$ cat config.mk
export PLATFORM = sky130hd
export DESIGN_NAME = bp_update_scheduler
export DESIGN_NICKNAME = d
export VERILOG_FILES = /design/src/rtl/bp_pkg.sv /design/src/rtl/bp_upd_fifo.sv /design/src/rtl/bp_update_scheduler.sv
export SDC_FILE = /design/constraint.sdc
export NUM_CORES = 1
export LEC_CHECK = 0
export CAP_MARGIN = 30
export CORE_MARGIN = 2
export CORE_UTILIZATION = 60
export CTS_CLUSTER_DIAMETER = 30
export DETAILED_ROUTE_END_ITERATION = 10
export PLACE_DENSITY_LB_ADDON = 0.2
export SYNTH_ARGS = -nofsm -noshare
export SYNTH_HDL_FRONTEND = slang
export SYNTH_SLANG_ARGS = --single-unit
export TNS_END_PERCENT = 1
$ cat constraint.sdc
create_clock -name clk -period 16.12 [get_ports clk]
set_input_delay 4.03 -clock clk [delete_from_list [all_inputs] [get_ports clk]]
set_output_delay 4.03 -clock clk [all_outputs]
set_load 0.05 [all_outputs]
$ cat src/rtl/bp_pkg.sv
// Shared types and constants for the branch-predictor update path.
package bp_pkg;

    localparam int ROB_WIDTH        = 4;
    localparam int LG_TABLE_DEFAULT = 5;

    // Pattern-history counter value written by the init sweep (weakly taken).
    localparam logic [1:0] PHT_INIT = 2'b10;

    typedef struct packed {
        logic [ROB_WIDTH-1:0] rob_id;
        logic [31:0]          pc;
        logic [31:0]          target;
        logic                 taken;
        logic                 mispredict;
    } bp_upd_t;

endpackage

$ cat src/rtl/bp_upd_fifo.sv
// Synchronous update queue: up to two writes (wr_data0 first) and one read per cycle.
module bp_upd_fifo
    import bp_pkg::*;
#(
    parameter int DEPTH = 4
) (
    input  logic                       clk,
    input  logic                       rst,
    input  logic [1:0]                 wr_num,
    input  bp_upd_t                    wr_data0,
    input  bp_upd_t                    wr_data1,
    input  logic                       rd_en,
    output bp_upd_t                    rd_data,
    output logic [$clog2(DEPTH):0]     count
);

    localparam int AW = $clog2(DEPTH);

    bp_upd_t      mem [DEPTH];
    logic [AW:0]  wr_ptr;
    logic [AW:0]  rd_ptr;

    // Pointers carry one extra wrap bit so full and empty differ.
    always_ff @(posedge clk) begin
        if (rst) begin
            wr_ptr <= '0;
            rd_ptr <= '0;
        end else begin
            wr_ptr <= wr_ptr + (AW+1)'(wr_num);
            rd_ptr <= rd_ptr + (AW+1)'(rd_en);
        end
    end

    always_ff @(posedge clk) begin
        if (wr_num != 2'd0)
            mem[wr_ptr[AW-1:0]] <= wr_data0;
        if (wr_num == 2'd2)
            mem[wr_ptr[AW-1:0] + AW'(1)] <= wr_data1;
    end

    assign rd_data = mem[rd_ptr[AW-1:0]];
    assign count   = wr_ptr - rd_ptr;

endmodule

$ cat src/rtl/bp_update_scheduler.sv
// Single-port predictor update sequencer: post-reset table sweep, two-source arbitration, GHR recovery.
// Optional performance counters are enabled by defining BP_SCHED_PERF_EN.
module bp_update_scheduler
    import bp_pkg::*;
#(
    parameter int LG_TABLE   = LG_TABLE_DEFAULT,
    parameter int FIFO_DEPTH = 4,
    parameter int RW         = ROB_WIDTH
) (
    input  logic                clk,
    input  logic                rst,
    input  logic [1:0]          req_valid,
    output logic [1:0]          req_ready,
    input  bp_upd_t [1:0]       req_pkt,
    input  logic [RW-1:0]       rob_head,
    output logic                upd_valid,
    output logic                upd_clear,
    output logic [LG_TABLE-1:0] upd_idx,
    output bp_upd_t             upd_pkt,
    output logic                recover_valid,
    output logic [RW-1:0]       recover_rob_id,
    output logic                recover_dir,
    output logic                bp_ready
`ifdef BP_SCHED_PERF_EN
    ,
    output logic [31:0]         perf_upd_cnt,
    output logic [31:0]         perf_mispred_cnt,
    output logic [31:0]         perf_stall_cnt
`endif
);

    localparam int CW = $clog2(FIFO_DEPTH) + 1;

    typedef enum logic {ST_INIT, ST_RUN} state_t;

    state_t                state_q, state_d;
    logic [LG_TABLE-1:0]   sweep_q, sweep_d;
    logic                  rr_q, rr_d;

    logic                  upd_valid_d, upd_clear_d, bp_ready_d;
    logic [LG_TABLE-1:0]   upd_idx_d;
    bp_upd_t               upd_pkt_d;
    logic                  rec_valid_d, rec_dir_d;
    logic [RW-1:0]         rec_id_d;

    logic                  run, pop, pick1;
    logic [CW-1:0]         fifo_cnt, occ;
    logic [1:0]            acc, mis, wr_num;
    bp_upd_t               fifo_head, first_pkt, wr_data0, wr_data1;

    // Distance from the ROB head; smaller means older.
    function automatic logic [RW-1:0] rob_age(input logic [RW-1:0] id, input logic [RW-1:0] head);
        return id - head;
    endfunction

    // Run phase begins once bp_ready is visible, so no request is taken while the last clear is on the port.
    assign run       = (state_q == ST_RUN) && bp_ready;
    assign pop       = run && (fifo_cnt != '0);
    assign occ       = fifo_cnt - CW'(pop);
    assign acc       = req_valid & req_ready;
    assign mis       = acc & {req_pkt[1].mispredict, req_pkt[0].mispredict};
    assign first_pkt = acc[0] ? req_pkt[0] : req_pkt[1];
    assign pick1     = mis[1] && (!mis[0] ||
                       (rob_age(RW'(req_pkt[1].rob_id), rob_head) < rob_age(RW'(req_pkt[0].rob_id), rob_head)));

    // Slot accounting includes this cycle's pop; one free slot goes to the round-robin winner.
    always_comb begin
        req_ready = 2'b00;
        rr_d      = rr_q;
        if (run) begin
            if (occ <= CW'(FIFO_DEPTH - 2)) begin
                req_ready = 2'b11;
            end else if (occ == CW'(FIFO_DEPTH - 1)) begin
                req_ready = rr_q ? 2'b10 : 2'b01;
                if (&req_valid)
                    rr_d = ~rr_q;
            end
        end
    end

    always_comb begin
        state_d     = state_q;
        sweep_d     = sweep_q;
        bp_ready_d  = (state_q == ST_RUN);
        upd_valid_d = 1'b0;
        upd_clear_d = 1'b0;
        upd_idx_d   = '0;
        upd_pkt_d   = upd_pkt;
        rec_valid_d = 1'b0;
        rec_id_d    = recover_rob_id;
        rec_dir_d   = recover_dir;
        wr_num      = 2'd0;
        wr_data0    = first_pkt;
        wr_data1    = req_pkt[1];
        unique case (state_q)
            ST_INIT: begin
                upd_valid_d = 1'b1;
                upd_clear_d = 1'b1;
                upd_idx_d   = sweep_q;
                sweep_d     = sweep_q + 1'b1;
                if (sweep_q == '1)
                    state_d = ST_RUN;
            end
            ST_RUN: begin
                // An empty queue lets the first accepted report bypass straight to the output register.
                if (pop) begin
                    upd_valid_d = 1'b1;
                    upd_pkt_d   = fifo_head;
                    wr_num      = {1'b0, acc[0]} + {1'b0, acc[1]};
                end else if (|acc) begin
                    upd_valid_d = 1'b1;
                    upd_pkt_d   = first_pkt;
                    wr_num      = {1'b0, &acc};
                    wr_data0    = req_pkt[1];
                end
                if (|mis) begin
                    rec_valid_d = 1'b1;
                    rec_id_d    = pick1 ? RW'(req_pkt[1].rob_id) : RW'(req_pkt[0].rob_id);
                    rec_dir_d   = pick1 ? req_pkt[1].taken : req_pkt[0].taken;
                end
            end
            default: state_d = ST_INIT;
        endcase
    end

    always_ff @(posedge clk) begin
        if (rst) begin
            state_q        <= ST_INIT;
            sweep_q        <= '0;
            rr_q           <= 1'b0;
            upd_valid      <= 1'b0;
            upd_clear      <= 1'b0;
            upd_idx        <= '0;
            upd_pkt        <= '0;
            recover_valid  <= 1'b0;
            recover_rob_id <= '0;
            recover_dir    <= 1'b0;
            bp_ready       <= 1'b0;
        end else begin
            state_q        <= state_d;
            sweep_q        <= sweep_d;
            rr_q           <= rr_d;
            upd_valid      <= upd_valid_d;
            upd_clear      <= upd_clear_d;
            upd_idx        <= upd_idx_d;
            upd_pkt        <= upd_pkt_d;
            recover_valid  <= rec_valid_d;
            recover_rob_id <= rec_id_d;
            recover_dir    <= rec_dir_d;
            bp_ready       <= bp_ready_d;
        end
    end

    bp_upd_fifo #(
        .DEPTH (FIFO_DEPTH)
    ) u_fifo (
        .clk      (clk),
        .rst      (rst),
        .wr_num   (wr_num),
        .wr_data0 (wr_data0),
        .wr_data1 (wr_data1),
        .rd_en    (pop),
        .rd_data  (fifo_head),
        .count    (fifo_cnt)
    );

`ifdef BP_SCHED_PERF_EN
    function automatic logic [31:0] sat_inc(input logic [31:0] v, input logic en);
        return (en && (v != '1)) ? v + 32'd1 : v;
    endfunction

    always_ff @(posedge clk) begin
        if (rst) begin
            perf_upd_cnt     <= '0;
            perf_mispred_cnt <= '0;
            perf_stall_cnt   <= '0;
        end else begin
            perf_upd_cnt     <= sat_inc(perf_upd_cnt, upd_valid && !upd_clear);
            perf_mispred_cnt <= sat_inc(perf_mispred_cnt, recover_valid);
            perf_stall_cnt   <= sat_inc(perf_stall_cnt, |(req_valid & ~req_ready));
        end
    end
`endif

endmodule

==> flow_summary.yaml, run 1 <==
cts:
  clk_path_buf_depth: 3
  numCtsBuffers: 78
  post_cts_buffers: 0
  cts-root-buf: "clkbuf_16"
  insertion_delay_ns: 0.60
  clkSinkCount: 377
  postCtsHoldBufs: 0
  path_clk_slew_ns: 0.05
  htreeDepth: 3
  cts_resized: 0
  cts_tree: "done"
pwr:
  p_sw_mw: 0.608
  pwr-share-seq: 0.368
  peakVddDrop_mv: 0.0975
  intPower_mw: 2.23
  leakagePower_nw: 8.41
  combPwrFrac: 0.042
  power.density_nw_per_um2: 118
  swShare: 0.214
  pwr-share-clk: 0.589
timing:
  rsz0062_at_grt: "no"
  timing.fmax_mhz: 115
  maxSlewHeadroom: 0.327
  worst_pin_slew_ns: 1.01
  hold_ws_ns: 0.492
  fin_crit_sh: 0.538
  period_minus_slack_ns: 8.68
  maxSlewViolCount: 0
  fin_setup_tns_ns: 0
  hold_violations: 0
  setup_viol: 0
  fin_skew_ns: 0.0514
layout:
  fin_nets: 1710
  layout.cells.non_filler: 2005
  fill_cells: 1683
  layout_common_cells: "280 x edfxtp_1, 232 x clkdlybuf4s50_1, 140 x mux2_2, 136 x mux2_1, 122 x nor2_1"
  layout-area-overhead-vs-synth_pct: 30.1
  layout_commonest_cell: "edfxtp_1"
  drive_above_1_share: 0.240
critical_path:
  crit_start: "u_fifo.rd_ptr[0]"
  path_cells: "ha_1 > fa_1 > xor3_1 > nor2_1 > nor2_4 > and2_1 > ha_1 > inv_1 > o221a_2 > a211o_1 > inv_1 > clkdlybuf4s50_1"
  crit_required_ns: 12.09
  timing.rr.start: "u_fifo.rd_ptr[0]"
  critical_path.max_fanout: 36
  crit_family: "buffers and inverters"
  critPathSlowestCell: "dfxtp_4"
  critPathKind: "reg2out"
  r2r-end: "u_fifo.mem[0][26]"
  cp-end-kind: "primary output"
  path_buf_inv: 3
  ff2ff_setup_slack_ns: 9.25
  slowest_delay_ns: 0.85
  worstSetupEndpoint: "req_ready[1]"
  crit_arrival_ns: 4.65
  cp.depth: 12
  cp-start-kind: "register"
  ff2ff_path_depth: 17
yosys:
  async_flop_share: 0
  syn_area_sq_um: 18600
  ys.flop_type: "edfxtp_1"
  yosysWarnings: 0
  avgSynthCellArea_sq_um: 14.2
  synth_cell_type_count: 46
  synth_edf_count: 280
  synth-seq-cells: 377
  yosysSeqAreaShare: 0.558
  syn-instance-count: 1306
  syn-num-nets: 1475
route:
  wl_per_cell_microns: 24.8
  drt-vias-per-instance: 6.46
  first_iter_violations: 1204
  drt_wl_total_microns: 49700
  via_count: 12958
  dr.pass1.iters: 7
  ant_nets: 0
  drcViolationCount: 0
global_route:
  globalRouteMet1Util: 0.388
  grt_max_degree: 66
  grtUsageTotal: 0.304
  grtUsageMet3: 0.0687
  met2_usage: 0.514
  grt.busiest_layer: "met2"
  grt_pass1_wl_microns: 76700
  grt.overflow.total: 0
  antenna_found_initial: 4
  grt_pass1_vias: 13491
die:
  dieArea_sq_um: 32300
  dieWidth_microns: 180
  die_h_microns: 180
  fp.coreArea_sq_um: 30500
  num_io_pins: 234
  rows: 64
  start_util: 0.608
job:
  cap_violations: 0
placement:
  place.port_buffers: 233
  hpwl_microns: 27600
  place_congestion: 0.791
  placed_cells: 1857
min_path:
  hold_class: "reg2reg"
run_status:
  status: "completed"
-- cells by family (layout without fill, tap and decap cells) --
family,Yosys count,count (layout),share of synthesized area
XOR/XNOR,15,15,0.00789
multiplexers,383,383,0.272
other,0,2,0
AO/OA/AOI/OAI,143,143,0.0597
adder cells (fa/ha/maj),21,21,0.0158
flip-flops,377,377,0.558
buffers and inverters,119,420,0.0264
AND/OR/NAND/NOR,248,248,0.0599
-- through the flow --
stage	setup WS (ns)	utilization	cell area [sq um]	power, mW
after global routing	7.24	0.791	24100	2.91
final	7.44	0.791	24100	2.84
after detailed placement	7.75	0.699	21300	1.18
after global placement	7.60	0.695	21200	1.18
after CTS	7.40	0.791	24100	2.85
after floorplan	7.42	-	18600	1.11
-- cell usage after synthesis, types with 2 or more instances --
library cell	instances	area share
a21oi_1	5	0.0013
edfxtp_1	280	0.45
buf_2	35	0.0094
o21ai_1	3	0.00081
dfxtp_1	97	0.10
xnor2_1	7	0.0033
a2111oi_0	30	0.014
mux2_2	140	0.085
and2_1	8	0.0027
xor2_1	7	0.0033
a211oi_1	6	0.0024
clkbuf_1	59	0.012
a31oi_1	42	0.014
or3_1	2	0.00067
nand2_1	54	0.011
a21boi_0	2	0.00081
a311oi_1	40	0.019
mux2i_1	37	0.020
a21o_1	4	0.0016
nor3_1	4	0.0011
ha_1	17	0.011
nor2b_1	5	0.0017
mux4_2	70	0.085
and3_1	42	0.014
inv_1	15	0.0030
o21ai_0	5	0.0013
nor2_1	125	0.025
mux2_1	136	0.083
fa_1	4	0.0043
buf_1	9	0.0018
-- tightest hold or removal path, stage by stage (launching register included) --
cell	delay [ns]
dfxtp_1	0.30
nor2_1	0.09
a311oi_1	0.05
-- cell type report --
class | count | area, sq um | share of cell area
diodes | 2 | 5.00 | 0.000207
clock buffers | 97 | 2120 | 0.0880
clock inverters | 49 | 691 | 0.0286
inverters | 16 | 61.3 | 0.00254
multi-input cells | 810 | 7810 | 0.323
flip-flops and latches | 377 | 10400 | 0.429
well taps | 396 | 495 | 0.0205
repair buffers | 258 | 2600 | 0.108
-- worst min path at each step --
stage / startpoint / end / slack, ns / depth (start not counted)
2_1_floorplan: sweep_q[4] / upd_idx[4] / 0.46 / 1
3_3_place_gp: sweep_q[4] / upd_idx[4] / 0.49 / 1
3_5_place_dp: sweep_q[4] / upd_idx[4] / 0.49 / 1
4_1_cts: recover_rob_id[0] / recover_rob_id[0] / 0.50 / 2
5_1_grt: sweep_q[4] / upd_idx[4] / 0.52 / 1
6_report: upd_pkt[48] / upd_pkt[48] / 0.49 / 2
-- layer usage --
| metal | wire (microns) | vias up |
|---|---|---|
| met5 | 0 | - |
| met4 | 1180 | 0 |
| met3 | 4730 | 112 |
| met2 | 24900 | 746 |
| met1 | 18900 | 6491 |
| li1 | - | 5609 |
-- registers in the layout, summed over array words and instances, names as in the netlist --
register        cells
upd_idx             5
recover_dir         1
sweep_q             5
upd_pkt            70
upd_clear           1
recover_valid       1
u_fifo.wr_ptr       3
recover_rob_id      4
upd_valid           1
u_fifo.mem        280
u_fifo.rd_ptr       3
bp_ready_d          1
rr_q                1
bp_ready            1
-- power groups by stage --
stage	sequential, mW	clock (mW)	combinational (mW)
after floorplan	1.07	0	0.0473
after global placement	1.06	0	0.112
after detailed placement	1.06	0	0.116
after CTS	1.05	1.69	0.119
after global routing	1.04	1.74	0.130
final	1.05	1.67	0.120
Power figures use the tool's default switching activity.
==> run 2: changes to the inputs <==
Settings changed: CORE_UTILIZATION 60 to 56.
Clock period 16.12 ns to 8.8 ns, I/O delays scaled along.
==> run 2 against run 1 <==
  * Clock skew decreased by 0.033 ns
  * Flip-flop and latch count unchanged
  * Die area increased by 7.0%
  * Setup slack got worse by 5.4 ns
  * Sequential power increased by 83%
==> flow_summary.yaml, run 2 (same netlist as run 1, synthesis figures left out) <==
cts:
  cts_tree: "done"
  insertion_delay_ns: 0.59
  cts-root-buf: "clkbuf_16"
  clkSinkCount: 377
  path_clk_slew_ns: 0.05
  numCtsBuffers: 80
  htreeDepth: 3
  post_cts_buffers: 0
  clk_path_buf_depth: 3
  cts_resized: 0
  postCtsHoldBufs: 0
route:
  first_iter_violations: 1155
  wl_per_cell_microns: 23.8
  drt_wl_total_microns: 48900
  drcViolationCount: 0
  ant_nets: 0
  via_count: 12747
  dr.pass1.iters: 6
  drt-vias-per-instance: 6.20
critical_path:
  crit_start: "u_fifo.rd_ptr[0]"
  crit_required_ns: 6.60
  worstSetupEndpoint: "req_ready[0]"
  critPathKind: "reg2out"
  crit_family: "buffers and inverters"
  ff2ff_setup_slack_ns: 2.18
  path_buf_inv: 2
  crit_path_frequent_cell: "ha_1"
  critical_path.max_fanout: 30
  cp-end-kind: "primary output"
  crit_arrival_ns: 4.60
  timing.rr.start: "u_fifo.rd_ptr[0]"
  slowest_delay_ns: 0.90
  path_cells: "ha_1 > fa_1 > xor3_1 > nor2_1 > nor2_4 > and2_1 > ha_1 > inv_1 > o221a_2 > a211oi_1 > clkdlybuf4s50_1"
  critPathSlowestCell: "clkdlybuf4s50_1"
  cp.depth: 11
  cp-start-kind: "register"
  ff2ff_path_depth: 17
  r2r-end: "u_fifo.mem[0][37]"
global_route:
  grt.overflow.total: 0
  antenna_found_initial: 3
  grtUsageTotal: 0.287
  grt_max_degree: 65
  grt_pass1_wl_microns: 74800
  grt_pass1_vias: 13323
placement:
  placed_area_sq_um: 21300
  placed_cells: 1903
  place.port_buffers: 233
  place_congestion: 0.784
  dpl_worst_slack_ns: 2.25
  hpwl_microns: 28200
die:
  dieArea_sq_um: 34600
  rows: 66
  dieWidth_microns: 186
  start_util: 0.569
  die_h_microns: 186
  fp.coreArea_sq_um: 32600
  num_io_pins: 234
pwr:
  leakagePower_nw: 8.39
  intPower_mw: 4.10
  swShare: 0.208
  pwr-share-clk: 0.588
  p_sw_mw: 1.08
  power.density_nw_per_um2: 215
  p_total_mw: 5.18
  peakVddDrop_mv: 0.149
  combPwrFrac: 0.042
  pwr-share-seq: 0.370
layout:
  layout_common_cells: "280 x edfxtp_1, 232 x clkdlybuf4s50_1, 140 x mux2_2, 136 x mux2_1, 122 x nor2_1"
  layout-area-overhead-vs-synth_pct: 30.0
  fin_util: 0.739
  layout.cells.non_filler: 2055
  fin_nets: 1712
  layout_commonest_cell: "edfxtp_1"
  largest_register_ffs: 280
  fin_area_sq_um: 24100
  drive_above_1_share: 0.236
timing:
  fin_crit_sh: 0.773
  hold_violations: 0
  timing.fmax_mhz: 147
  hold_ws_ns: 0.490
  layout_setup_ws_ns: 2.00
  period_minus_slack_ns: 6.80
  worst_pin_slew_ns: 0.959
  rsz0062_at_grt: "no"
  fin_setup_tns_ns: 0
  maxSlewViolCount: 0
  setup_viol: 0
  maxSlewHeadroom: 0.361
  fin_skew_ns: 0.0184
job:
  cap_violations: 0
min_path:
  hold_class: "reg2reg"
run_status:
  status: "completed"
run 2: cell types whose count changed in the layout (fill, tap and decap cells not counted):
cell | previous run | this run
buf_12 | 2 | 1
buf_16 | 3 | 2
buf_4 | 21 | 23
bufinv_16 | 11 | 12
clkbuf_1 | 9 | 18
clkbuf_16 | 78 | 82
clkbuf_8 | 10 | 1
clkinv_1 | 7 | 6
clkinv_16 | 4 | 1
clkinv_2 | 11 | 15
clkinv_4 | 1 | 5
clkinvlp_4 | 9 | 7
inv_16 | 1 | 0
inv_6 | 4 | 2
run 2: power groups by stage:
| stage | clock, mW | sequential [mW] | combinational (mW) |
|---|---|---|---|
| after floorplan | 0 | 1.95 | 0.0866 |
| after global placement | 0 | 1.95 | 0.208 |
| after detailed placement | 0 | 1.95 | 0.213 |
| after CTS | 3.07 | 1.92 | 0.218 |
| after global routing | 3.16 | 1.91 | 0.236 |
| final | 3.05 | 1.92 | 0.219 |
run 2: cell type report:
type,instances,area (sq um)
multi-input cells,810,7810
diodes,2,5.00
inverters,16,61.3
well taps,442,553
clock inverters,49,629
clock buffers,101,2130
fillers,2002,8500
flip-flops and latches,377,10400
repair buffers,258,2570
run 2: per-layer routing:
layer	GRT usage	vias up	part of all wire
li1	-	5636	-
met4	0.115	2	0.029
met1	0.376	6412	0.41
met5	0	-	0.00033
met3	0.0562	101	0.081
met2	0.473	596	0.48
run 2: worst register-to-register path: cells and delay by family, from the launching register on:
kind,cells,cell delay (ns)
and+or+nand+nor,5,2.21
adders and majority gates,4,1.00
buffers and inverters,4,0.97
DFF,1,0.74
xor gates and xnor gates,1,0.52
AOI/OAI and AO/OA,2,0.52
muxes,1,0.39
run 2: how the worst min path moves through the flow:
stage                 from           to  slack, ns  cells after the start
2_1_floorplan   sweep_q[4]   upd_idx[4]       0.46                      1
3_3_place_gp   upd_pkt[48]  upd_pkt[48]       0.49                      2
3_5_place_dp   upd_pkt[61]  upd_pkt[61]       0.49                      2
4_1_cts        upd_pkt[53]  upd_pkt[53]       0.50                      2
5_1_grt        upd_pkt[64]  upd_pkt[64]       0.51                      2
6_report       upd_pkt[53]  upd_pkt[53]       0.49                      2
==> run 3: changes to the inputs <==
Clock period 8.8 ns to 6.6 ns, I/O delays scaled along.
==> run 3 against run 2 <==
  * Sequential share of layout area fell by 0.36 points
  * Routed wire length rose by 2.0%
  * Final cell count rose by 0.39%
  * Critical path depth rose by 1
  * Largest power group unchanged
  * Die area did not move
  * Power rose by 38%
  * Final area rose by 0.85%
  * Core utilization rose by 0.63 points
==> flow_summary.yaml, run 3 (same netlist as run 1, synthesis figures left out) <==
timing:
  period_minus_slack_ns: 6.05
  fin_crit_sh: 0.917
  hold_violations: 0
  setup_viol: 0
  fin_skew_ns: 0.0143
  worst_pin_slew_ns: 1.03
  maxSlewHeadroom: 0.312
  maxSlewViolCount: 0
  hold_ws_ns: 0.490
  timing.fmax_mhz: 165
  rsz0062_at_grt: "no"
layout:
  layout.cells.non_filler: 2063
  fill_cells: 2028
  fin_nets: 1717
  multi_input_area_sq_um: 7810
  layout_commonest_cell: "edfxtp_1"
  drive_above_1_share: 0.246
  layout-area-overhead-vs-synth_pct: 31.1
  layout_common_cells: "280 x edfxtp_1, 232 x clkdlybuf4s50_1, 140 x mux2_2, 136 x mux2_1, 122 x nor2_1"
  largest_register_ffs: 280
  seq_area_sq_um: 10400
global_route:
  globalRouteMet1Util: 0.365
  met2_usage: 0.492
  grt_pass1_vias: 13548
  grtUsageTotal: 0.293
  grt_max_degree: 83
  grtUsageMet3: 0.0665
  grt.overflow.total: 0
  grt.busiest_layer: "met2"
  grt_pass1_wl_microns: 76400
  antenna_found_initial: 4
cts:
  cts_resized: 0
  post_cts_buffers: 0
  htreeDepth: 3
  clkSinkCount: 377
  clk_path_buf_depth: 3
  numCtsBuffers: 83
  cts-root-buf: "clkbuf_16"
  postCtsHoldBufs: 0
  cts_tree: "done"
  path_clk_slew_ns: 0.05
  insertion_delay_ns: 0.59
route:
  drt_wl_total_microns: 49900
  ant_nets: 0
  wl_per_cell_microns: 24.2
  drcViolationCount: 0
  drt-vias-per-instance: 6.22
  dr.pass1.iters: 5
  first_iter_violations: 1052
  via_count: 12841
placement:
  place_congestion: 0.783
  place.port_buffers: 233
  placed_cells: 1905
  hpwl_microns: 28100
critical_path:
  cp-start-kind: "register"
  path_cells: "inv_1 > ha_1 > fa_1 > xor3_1 > nor2_1 > nor2_4 > and2_1 > ha_1 > inv_1 > o221a_2 > a211oi_1 > clkdlybuf4s50_1"
  slowest_delay_ns: 0.89
  crit_arrival_ns: 4.40
  crit_required_ns: 4.95
  critPathKind: "reg2out"
  cp-end-kind: "primary output"
  critPathSlowestCell: "clkdlybuf4s50_1"
  critical_path.max_fanout: 6
pwr:
  leakagePower_nw: 8.49
  peakVddDrop_mv: 0.241
  power.density_nw_per_um2: 293
  p_total_mw: 7.13
die:
  die_h_microns: 186
  rows: 66
  dieWidth_microns: 186
  start_util: 0.569
  dieArea_sq_um: 34600
  fp.coreArea_sq_um: 32600
  num_io_pins: 234
min_path:
  hold_class: "reg2reg"
run_status:
  status: "completed"
job:
  cap_violations: 0
[run 3: cell types whose count changed in the layout (fill, tap and decap cells not counted), moves of 3 or more]
cell | previous run | this run
buf_12 | 1 | 5
clkbuf_16 | 82 | 85
clkbuf_1 | 18 | 10
inv_16 | 0 | 3
inv_6 | 2 | 5
clkinv_2 | 15 | 18
clkbuf_8 | 1 | 4
[run 3: path summary, 6_finish.rpt]
path,startpoint,endpoint,slack [ns],cells after the start
setup / recovery,u_fifo.wr_ptr[0],req_ready[0],0.55,12
hold / removal,upd_pkt[50],upd_pkt[50],0.49,2
setup reg to reg,u_fifo.wr_ptr[0],u_fifo.mem[1][55],0.58,18
hold reg to reg,upd_pkt[50],upd_pkt[50],0.49,2
[run 3: through the flow]
stage               setup slack (ns)  utilization  setup TNS [ns]  cell area [sq um]
global placement               0.795        0.655               0              21400
CTS                            0.578        0.745               0              24300
floorplan                     -0.819            -         -114.59              18600
detailed placement             0.660        0.655               0              21400
global route                   0.322        0.745               0              24300
finish                         0.550        0.746               0              24300
[run 3: area by class of cell]
| cell class | count | area share |
|---|---|---|
| flip-flops and latches | 377 | 0.426 |
| multi-input cells | 810 | 0.321 |
| repair buffers | 260 | 0.107 |
| clock buffers | 99 | 0.0913 |
| clock inverters | 57 | 0.0297 |
| well taps | 442 | 0.0227 |
| inverters | 16 | 0.00252 |
| diodes | 2 | 0.000206 |
[run 3: routing by layer]
layer,share of wire,routed length [microns]
met5,0.00044,22
met4,0.032,1600
met3,0.075,3720
met2,0.49,24700
met1,0.40,19800
[run 3: critical path, delay by kind of cell (launching register included)]
family,cells,cell delay [ns]
buf+inv,3,1.01
simple gates,3,0.46
flops,1,0.40
xor+xnor,1,0.50
compound gates,2,0.61
fa+ha+maj,3,0.81
[run 3: report_power, final]
| part | total (mW) | leakage [nW] | switching [mW] | internal (mW) |
|---|---|---|---|---|
| Combinational | 0.290 | 3.77 | 0.132 | 0.157 |
| Sequential | 2.55 | 3.30 | 0.00246 | 2.55 |
| Clock | 4.29 | 1.42 | 1.40 | 2.90 |
==> patch 1, RTL diff (config.mk and constraints of run 2) <==
`LG_TABLE_DEFAULT`: 5 -> 4.
--- a/src/rtl/bp_pkg.sv
+++ b/src/rtl/bp_pkg.sv
@@ -2,7 +2,7 @@
 package bp_pkg;
 
     localparam int ROB_WIDTH        = 4;
-    localparam int LG_TABLE_DEFAULT = 5;
+    localparam int LG_TABLE_DEFAULT = 4;
 
     // Pattern-history counter value written by the init sweep (weakly taken).
     localparam logic [1:0] PHT_INIT = 2'b10;
Interface: changed (resized upd_idx); port bits go from 234 to 233. The function was not compared with the original's and may differ.
==> patch 1 against run 2 <==
Synthesized cell count shrank 4.5%; worst setup slack better by 180 ps; sequential cell count down 2; synthesized area decreased by 0.47%; cell area is 1.2% lower; total power fell by 2.0%; first-iteration DRC count down 7.8%; wire length fell by 3.1%; highest routed layer is now met4.
==> patch 1: results (changes against run 2) <==
wire per inst=23.7 um (-0.21%); most frequent cells after synthesis=280 x edfxtp_1, 181 x mux2_2, 141 x nor3_1; final HPWL from detailed placement=26700 um (-5.1%); crit path max fanout=8 (-73%); reg2reg start=u_fifo.wr_ptr[1]; PostCTS Resize Cnt=0 (unchanged); DR vias=12400 (-2.8%); critical path endpoint=req_ready[0]; Post-CTS Setup Inserts=0 (unchanged); Crit path largest cell delay=880 ps (-20 ps); Max clock buf depth=3 (unchanged); Data arrival, critical path=4420 ps (-180 ps); vias in the first global route=13300 (-0.17%); GRT Util Overall=28.1% (-0.61 points); htree depth=3 (unchanged); Placement Cell Area=21100 um^2 (-1.2%); Area contributors post-synth=edfxtp_1 46%, mux2_2 11%, dfxtp_1 10%, mux4_2 8.5%, mux2_1 5.4%; first-pass GRT wire length=73900 um (-1.2%); clock skew=19.3 ps (+0.889 ps); synth unique cells=49 (+6.5%); TritonCTS Buffers=78 (-2.5%); Seq/Total Area, Yosys=55.8% (about the same); port buffer count=232 (-0.43%); maximum vdd drop=179 uV (+20%); Post-synth ARST share=0% (unchanged); CTS root buffer=clkbuf_16; Net count, final=1654 (-3.4%); GP Congestion=0.884 (+13%); Iteration-0 DRC Markers=1065 (-7.8%); r2r endpoint=u_fifo.mem[3][34]; DR pass1 iterations=5 (-1); Worst Tran Pin Value=1000 ps (+45.9 ps); post-route non-filler standard cell count=1996 (-2.9%); CP top delay family=buffers and inverters; placed insts=1847 (-2.9%); Final Critical Period=6620 ps (-180 ps); Worst-Skew Late Latency=590 ps (about the same); largest net degree at the start of global routing=75 (+15%); internal power=4.00 mW (-2.4%); R2R setup slack=2420 ps (+240 ps); Reg clk slew, reported paths=40 ps; leakage=8.20 nW (-2.3%); layout cells sized above 1=32.3% (+8.6 points); Critical Path Source Type=flip-flop; initial antenna violation count=2 (-1); Syn Nets=1415 (-4.1%); Reg2Reg Depth=17 (unchanged); outcome=finished, final reports clean; synth warn=0 (unchanged); Avg Cell Area, Syn=14.8 um^2 (+4.2%)
## patch 1: cell count changes in the layout (fill, tap and decap cells not counted), moves of 41 or more
cell | before | now
mux2_2 | 140 | 181
o221a_2 | 1 | 74
nand2_1 | 54 | 9
nor3_1 | 4 | 141
nor2_1 | 122 | 81
mux2_1 | 136 | 89
## patch 1: stage by stage
step	hold slack (ps)	utilization (%)
2_1_floorplan	473	-
3_3_place_gp	499	64.6
3_5_place_dp	500	64.8
4_1_cts	510	73.2
5_1_grt	527	73.3
6_report	507	73.3
## patch 1: how the worst min path moves through the flow
| stage | cells past startpoint | slack (ps) | to | from |
|---|---|---|---|---|
| finish | 1 | 510 | upd_idx[3] | sweep_q[3] |
| global route | 1 | 530 | upd_idx[3] | sweep_q[3] |
| CTS | 1 | 510 | upd_idx[3] | sweep_q[3] |
| detailed placement | 1 | 500 | upd_idx[3] | sweep_q[3] |
| global placement | 1 | 500 | upd_idx[3] | sweep_q[3] |
| floorplan | 1 | 470 | upd_idx[3] | sweep_q[3] |
## patch 1: layout make-up
class / instances / area, um^2
sequential: 375 / 10300
fill: 2098 / 8700
multi-input combinational: 760 / 7640
timing repair buffer: 253 / 2550
clock buffer: 103 / 2210
tap: 442 / 553
clock inverter: 43 / 490
inverter: 18 / 67.6
antenna: 2 / 5.00
## patch 1: cells by family (layout without fill, tap and decap cells)
logic type | after synthesis | after routing | share of synthesized area, %
flops | 375 | 375 | 55.8
mux | 352 | 352 | 25.8
simple gates | 268 | 268 | 6.93
buf+inv | 112 | 417 | 3.19
compound gates | 104 | 104 | 5.87
fa+ha+maj | 20 | 20 | 1.52
xor+xnor | 16 | 16 | 0.847
other cells | 0 | 2 | 0
## patch 1: per-layer routing
layer | part of all wire, % | up-vias | global-route usage (%)
li1 | - | 5448 | -
met1 | 40 | 6336 | 35.7
met2 | 50 | 512 | 48.3
met3 | 6.4 | 90 | 4.91
met4 | 2.8 | 0 | 10.9
met5 | 0 | - | 0
## patch 1: power by group through the flow
stage | Combinational, mW | Clock, mW | Sequential, mW
2_1_floorplan | 0.0804 | 0 | 1.94
3_5_place_dp | 0.208 | 0 | 1.94
4_1_cts | 0.212 | 2.99 | 1.91
5_1_grt | 0.230 | 3.07 | 1.90
6_report | 0.213 | 2.96 | 1.91
3_3_place_gp | 0.203 | 0 | 1.94
==> patch 2, RTL diff (settings of run 2) <==
Made on the original files. Build with the macro `BP_SCHED_PERF_EN` defined.
--- a/src/rtl/bp_update_scheduler.sv
+++ b/src/rtl/bp_update_scheduler.sv
@@ -1,5 +1,7 @@
 // Single-port predictor update sequencer: post-reset table sweep, two-source arbitration, GHR recovery.
 // Optional performance counters are enabled by defining BP_SCHED_PERF_EN.
+`define BP_SCHED_PERF_EN
+
 module bp_update_scheduler
     import bp_pkg::*;
 #(
Behaviour (old outputs only; new: perf_mispred_cnt, perf_stall_cnt and perf_upd_cnt): same outputs for any inputs over 10 cycles, from zero or initial values and one cycle with rst high; that may be too few to reach the edited logic, so the function may still have changed.
==> patch 2 against run 2 <==
Sequential cell count increased by 96; die area grew 24%; worst setup slack lost 130 ps; synthesized area is 24% higher; total power up 22%; cell area up 25%; critical endpoint is now req_ready[1]; largest power group unchanged; wire length rose by 31%; critical path depth did not move.
==> patch 2: results (changes against run 2) <==
TritonCTS Buffers=100 (+25%); htree depth=3 (unchanged); Data arrival, critical path=4740 ps (+140 ps); first-pass GRT wire length=98000 um (+31%); leakage=10.4 nW (+24%); Worst-Skew Late Latency=620 ps (+30 ps); Adder-Cell Fraction of Synth Area=1.43% (-0.15 points); Iteration-0 DRC Markers=1855 (+61%); GR met1 Demand/Resource=39.4% (+1.8 points); final HPWL from detailed placement=39000 um (+39%); Worst Tran Pin Value=1060 ps (+99.6 ps); pre-CTS WS=2350 ps (+98.8 ps); Syn Nets=2382 (+61%); port buffer count=329 (+41%); Net count, final=2685 (+57%); outcome=finished, final reports clean; DR pass1 iterations=8 (+2); final number of setup-violating endpoints=0 (unchanged); vias in the first global route=18300 (+38%); synth unique cells=60 (+30%); Post-synth ARST share=0% (unchanged); Seq/Total Area, Yosys=53.2% (-2.6 points); Area contributors post-synth=edfxtp_1 36%, dfxtp_1 17%, mux4_2 6.8%, nor2_1 5.2%, nand2_1 4.0%; GP Congestion=0.881 (+12%); xor and xnor area share after synthesis=3.18% (+2.4 points); clock skew=23.3 ps (+4.90 ps); most frequent cells after synthesis=321 x nor2_1, 280 x edfxtp_1, 243 x nand2_1; layout cells sized above 1=11.6% (-12 points); maximum vdd drop=194 uV (+30%); Vias/cell=6.03 (-2.9%); Placement Cell Area=26800 um^2 (+25%); GRT Util Overall=29.4% (+0.65 points); post-synthesis compound-gate area fraction=13.4% (+7.5 points); GR Util met2=47.6% (+0.29 points); crit path max fanout=9 (-70%)
==> patch 2: final timing paths <==
path                                        start                 to  slack [ps]
worst min-delay path            recover_rob_id[1]  recover_rob_id[1]         500
worst max register to register   u_fifo.wr_ptr[0]  u_fifo.mem[1][31]        2240
worst min register to register  recover_rob_id[1]  recover_rob_id[1]         500
worst max-delay path             u_fifo.wr_ptr[0]       req_ready[1]        1860
==> patch 2: power breakdown <==
part           switching, mW  leakage [nW]  internal (mW)
logic                  0.133          4.68          0.112
clock network           1.27          1.64           2.44
registers            0.00465          4.07           2.35
==> patch 2: cells by family (layout without fill, tap and decap cells) <==
group                      Yosys count  count (layout)
AOI/OAI and AO/OA                  517             517
xor gates and xnor gates            82              82
adders and majority gates           24              24
buffers and inverters              183             574
DFF                                473             473
muxes                              155             155
other                                0               2
and+or+nand+nor                    776             776
==> patch 2: final cells by class <==
type	count	area share, %
inverter	27	0.344
timing repair buffer	357	12.0
clock inverter	73	2.49
sequential	473	40.6
multi-input combinational	1554	33.6
tap	532	2.20
clock buffer	117	8.80
antenna	2	0.0166
==> patch 2: routing by layer <==
metal | wire length (um) | share of wire [%]
met3 | 5470 | 8.5
met4 | 1800 | 2.8
met2 | 30500 | 48
met5 | 13 | 0.020
met1 | 26200 | 41
==> patch 2: critical path, cell delays in order, from the launching register on <==
cell and delay (ps):
dfxtp_1 640, inv_1 210, ha_1 250, fa_1 380
xor3_2 290, or2_2 350, and3_1 190, ha_1 180
xnor2_1 350, o211ai_1 290, inv_1 130, clkdlybuf4s50_1 860
==> patch 2: through the flow <==
| step | power, mW | utilization, % | TNS, ps | instances |
|---|---|---|---|---|
| after global routing | 6.47 | 74.2 | 0 | 3134 |
| after floorplan | 2.51 | - | -124700 | 2210 |
| after detailed placement | 2.64 | 65.7 | 0 | 2941 |
| after global placement | 2.63 | 65.4 | 0 | 2936 |
| final | 6.31 | 74.2 | 0 | 3135 |
| after CTS | 6.34 | 74.1 | 0 | 3131 |
